File: src/rtl/wb_stage.sv
`default_nettype none
// ============================================================================
// Module      : wb_stage
// Description : MEM/WB pipeline register and register-file write port owner.
//               Merges in-order results with a 1-entry long-latency buffer.
// Revision    : 1.0 - initial release
// ============================================================================
module wb_stage #(
    parameter int DATA_W     = 32,
    parameter int ADDR_W     = 5,
    parameter int STARVE_MAX = 4
) (
    input  logic              clk,
    input  logic              rst,
    input  logic              stall,
    input  logic              flush,
    input  logic              mem_wreg,
    input  logic [ADDR_W-1:0] mem_wd,
    input  logic [DATA_W-1:0] mem_wdata,
    input  logic              lat_valid,
    output logic              lat_ready,
    input  logic [ADDR_W-1:0] lat_wd,
    input  logic [DATA_W-1:0] lat_wdata,
    output logic              wb_we,
    output logic [ADDR_W-1:0] wb_waddr,
    output logic [DATA_W-1:0] wb_wdata,
    output logic              pend_valid,
    output logic [ADDR_W-1:0] pend_wd,
    output logic              stall_req
);

    localparam logic [3:0] c_starve_max = 4'(STARVE_MAX);

    logic              r_p_wreg;
    logic [ADDR_W-1:0] r_p_wd;
    logic [DATA_W-1:0] r_p_wdata;

    logic              r_b_valid;
    logic [ADDR_W-1:0] r_b_wd;
    logic [DATA_W-1:0] r_b_wdata;

    logic [3:0]        r_cnt;

    logic              w_slot;
    logic              w_retire;
    logic              w_accept;

    // A pipeline write to register 0 leaves the port free for the buffer.
    assign w_slot    = r_p_wreg && (r_p_wd != '0);
    assign w_retire  = r_b_valid && !w_slot;
    assign lat_ready = !rst && !r_b_valid;
    assign w_accept  = lat_valid && lat_ready;

    always_ff @(posedge clk) begin
        if (rst || flush || stall) begin
            r_p_wreg  <= 1'b0;
            r_p_wd    <= '0;
            r_p_wdata <= '0;
        end else begin
            r_p_wreg  <= mem_wreg;
            r_p_wd    <= mem_wd;
            r_p_wdata <= mem_wdata;
        end
    end

    // Flush never touches the buffer: long-latency results are committed.
    always_ff @(posedge clk) begin
        if (rst) begin
            r_b_valid <= 1'b0;
            r_b_wd    <= '0;
            r_b_wdata <= '0;
        end else if (w_retire) begin
            r_b_valid <= 1'b0;
        end else if (w_accept) begin
            r_b_valid <= 1'b1;
            r_b_wd    <= lat_wd;
            r_b_wdata <= lat_wdata;
        end
    end

    always_ff @(posedge clk) begin
        if (rst || !r_b_valid || w_retire) begin
            r_cnt <= 4'd0;
        end else if (w_slot && (r_cnt != c_starve_max)) begin
            r_cnt <= r_cnt + 4'd1;
        end
    end

    always_comb begin
        wb_we    = 1'b0;
        wb_waddr = '0;
        wb_wdata = '0;
        if (!rst) begin
            if (w_slot) begin
                wb_we    = 1'b1;
                wb_waddr = r_p_wd;
                wb_wdata = r_p_wdata;
            end else if (r_b_valid && (r_b_wd != '0)) begin
                wb_we    = 1'b1;
                wb_waddr = r_b_wd;
                wb_wdata = r_b_wdata;
            end
        end
    end

    assign pend_valid = !rst && r_b_valid;
    assign pend_wd    = (!rst && r_b_valid) ? r_b_wd : '0;
    assign stall_req  = !rst && r_b_valid && (r_cnt == c_starve_max);

endmodule
`default_nettype wire

File: config.mk
export PLATFORM = sky130hd
export DESIGN_NAME = wb_stage
export DESIGN_NICKNAME = d
export VERILOG_FILES = /design/src/rtl/wb_stage.sv
export SDC_FILE = /design/constraint.sdc
export NUM_CORES = 1
export LEC_CHECK = 0
export BUFFER_PORTS_ARGS = -buffer_cell sky130_fd_sc_hd__buf_2
export CELL_PAD_IN_SITES_DETAIL_PLACEMENT = 1
export CELL_PAD_IN_SITES_GLOBAL_PLACEMENT = 1
export CORE_MARGIN = 2
export CORE_UTILIZATION = 37
export CTS_CLUSTER_SIZE = 30
export DETAILED_ROUTE_END_ITERATION = 16
export PLACE_DENSITY_LB_ADDON = 0.25
export SETUP_SLACK_MARGIN = 0.3
export SLEW_MARGIN = 30
export SYNTH_ARGS = -nofsm -noshare
export SYNTH_HDL_FRONTEND = slang
export SYNTH_SLANG_ARGS = --single-unit
export TNS_END_PERCENT = 30
File: constraint.sdc
create_clock -name clk -period 1.9 [get_ports clk]
set_input_delay 0.38 -clock clk [delete_from_list [all_inputs] [get_ports clk]]
set_output_delay 0.38 -clock clk [all_outputs]
set_load 0.05 [all_outputs]
==> results.json <==
{
  "failed_checks": "negative setup slack",
  "place_hpwl_mm": 7.77,
  "grt_pass1_vias": 3915,
  "finalCriticalPeriod_ps": 2180,
  "clk_pin_slew_ps": 80,
  "ys_seq_area_frac": 0.430,
  "maxSlewHeadroom": 0.771,
  "layoutNonFillerInstCount": 687,
  "diodes": 0,
  "globalRouteOverflowTotal": 0,
  "place.gp.congestion": 0.772,
  "fmax_mhz": 459,
  "hold_class": "input port to flop",
  "final.setup_skew_ps": 7.42,
  "syn-num-nets": 499,
  "vdd_drop_max_v": 0.000357,
  "antenna_found_initial": 0,
  "grt_use_total": 0.230,
  "core-area_sq_um": 9770,
  "cp_data_arrival_time_ps": 1800,
  "final-setup-viol-count": 38,
  "clockBufferDepth": 2,
  "status": "complete, but fails checks",
  "clockRootBuffer": "clkbuf_8",
  "placed_area_sq_um": 4660,
  "cp_cell_sequence": "nor3_4 > a21o_1 > buf_4 > buf_12 > a31o_2 > buf_6",
  "drive_gt1_frac": 0.493,
  "synth_ff_type": "dfxtp_1",
  "dp_cells": 663,
  "cts_tree": "done",
  "wl_per_cell_um": 18.1,
  "wl_met3_um": 554,
  "drt_iter0_markers": 95,
  "yosys_warnings": 0,
  "grt_max_degree": 44,
  "final_hold_viol_count": 0,
  "cp_slowest_stage_delay_ps": 340,
  "maxCapViolCount": 0,
  "topRoutingLayerUsed": "met4",
  "slew_viol_final": 0,
  "p_leak_uw": 0.00224,
  "remaining_drc_errors": 0,
  "synth_cell_types": 44,
  "worst_slew_pin_slew_ps": 344,
  "drt_first_pass_iters": 4,
  "antenna_left": 0,
  "rrSetupSlack_ps": 360,
  "synth_seq_cells": 80,
  "port_buffers": 125,
  "wl_met1_mm": 5.08,
  "rows": 36,
  "netlist_area_sq_um": 3720,
  "ys_async_sr_fraction": 0,
  "synth_edf_count": 0,
  "crit_type": "flop to primary output",
  "start_util": 0.381,
  "wl_met2_mm": 6.62,
  "fin_crit_sh": 1.15,
  "wirelength_mm": 12.5,
  "powerDensity_nw_per_um2": 657,
  "dieArea_sq_um": 10900,
  "required_ps": 1520,
  "cp_slowest_cell": "dfxtp_2",
  "crit_path_start_kind": "flop",
  "clkLatencyLatePin_ps": 360,
  "cp_max_fo": 14,
  "area_growth_pct": 50.9,
  "via_per_inst": 5.19,
  "setup_ws_ps": -279,
  "utilization": 0.575,
  "place_ws_ps": -103,
  "die_h_um": 104,
  "h-tree-depth": 3,
  "cts_sinks": 80,
  "synth_cells": 417,
  "rsz0062_at_grt": "true",
  "final_area_sq_um": 5620,
  "via_count": 3568,
  "syn_area_per_cell_sq_um": 8.93,
  "nets": 631,
  "grt_pass1_wl_mm": 19.9,
  "ios": 126,
  "cts_buffers": 9,
  "die_w_um": 104,
  "worstSetupEndpointType": "primary output"
}
## synthesized netlist by cell type (2+ instances only)
library cell / instances / area [sq um]
dfxtp_1: 80 / 1600
buf_6: 6 / 67.6
a31o_2: 2 / 17.5
nor3_1: 6 / 30.0
a2111oi_1: 20 / 200
a221oi_1: 2 / 17.5
inv_1: 35 / 131
a21oi_1: 3 / 15.0
ha_1: 2 / 25.0
a2111oi_0: 11 / 96.3
mux2i_1: 2 / 20.0
and2_1: 42 / 263
a22o_1: 2 / 17.5
nand2_1: 37 / 139
nand2b_1: 37 / 231
o21ai_1: 35 / 175
nor4_1: 2 / 12.5
buf_4: 3 / 22.5
o21ai_0: 3 / 15.0
clkbuf_1: 8 / 30.0
buf_2: 20 / 100
nor2_1: 8 / 30.0
a31o_1: 30 / 263
## final cells by class
type,count,area [sq um]
Fill cell,1115,4150
Multi-Input combinational cell,262,2090
Sequential cell,80,1620
Timing Repair Buffer,159,1380
Tap cell,133,166
Inverter,37,163
Clock buffer,13,159
Clock inverter,3,40.0
## report_power, final
group	internal (uW)	switching [uW]
Clock	677	627
Sequential	1750	55.7
Combinational	258	319
## registers in the layout, summed over array words and instances, names as in the netlist
signal,flops
r_b_wd,5
r_p_wreg,1
r_p_wdata,32
r_p_wd,5
r_cnt,4
r_b_valid,1
r_b_wdata,32
## metal layers
metal  vias to the layer above  track usage
met3                        17       0.0514
met1                      1745        0.277
li1                       1714            -
met2                        92        0.403
met5                         -            0
met4                         0       0.0724
## path summary, 6_finish.rpt
check	start	to	depth (start not counted)
max reg2reg	r_p_wreg	r_cnt[2]	6
min reg2reg	r_b_wdata[22]	r_b_wdata[22]	2
min	mem_wd[1]	r_p_wd[1]	2
max	r_p_wd[3]	wb_wdata[14]	6
## repair_timing
| item | CTS | global route |
|---|---|---|
| hold buffers | 0 | 0 |
| gates cloned | 2 | 0 |
| resized for setup | 167 | 24 |
| pin swaps | 9 | 6 |
| setup buffers | 5 | 1 |
| endpoints found under the setup margin | 46 | 47 |
## kinds of logic (layout without fill, tap and decap cells)
family,count (synthesis),count (layout),share of synthesized area
xor gates and xnor gates,1,1,0.00235
muxes,2,2,0.00538
DFF,80,80,0.430
adders and majority gates,2,2,0.00672
buffers and inverters,75,212,0.100
and+or+nand+nor,141,141,0.214
AOI/OAI and AO/OA,116,116,0.241
## per-stage QoR
| step | total power [uW] | hold slack (ps) | TNS, ps |
|---|---|---|---|
| floorplan | 2110 | 442 | 0 |
| global placement | 2300 | 454 | -75.0 |
| detailed placement | 2310 | 459 | -408 |
| CTS | 3680 | 201 | -9300 |
| global route | 3850 | 197 | -12170 |
| finish | 3690 | 212 | -9190 |
## cells in the final DEF (no fill, tap or decap), types with 3 or more instances in the layout
| cell type | synthesis | final |
|---|---|---|
| nor2_1 | 8 | 3 |
| nand2b_1 | 37 | 36 |
| a31o_2 | 2 | 28 |
| clkbuf_8 | 0 | 11 |
| inv_1 | 35 | 33 |
| buf_8 | 0 | 12 |
| buf_12 | 0 | 9 |
| and2_4 | 0 | 4 |
| o21ai_1 | 35 | 35 |
| buf_4 | 3 | 19 |
| dfxtp_4 | 0 | 3 |
| nor3_4 | 1 | 3 |
| a2111oi_2 | 1 | 23 |
| and2_1 | 42 | 38 |
| dfxtp_2 | 0 | 6 |
| buf_2 | 20 | 78 |
| buf_6 | 6 | 38 |
| nor2_2 | 0 | 4 |
| nor3_1 | 6 | 3 |
| a2111oi_1 | 20 | 8 |
| dfxtp_1 | 80 | 71 |
| nand2_1 | 37 | 37 |
| a31o_4 | 0 | 4 |
## worst max-delay path: cells and delay by family, from the launching register on
kind | cells | cell delay, ps
AOI/OAI and AO/OA | 2 | 380
buffers and inverters | 3 | 430
DFF | 1 | 340
and+or+nand+nor | 1 | 280
No activity file was read; power rests on OpenSTA's default activity.
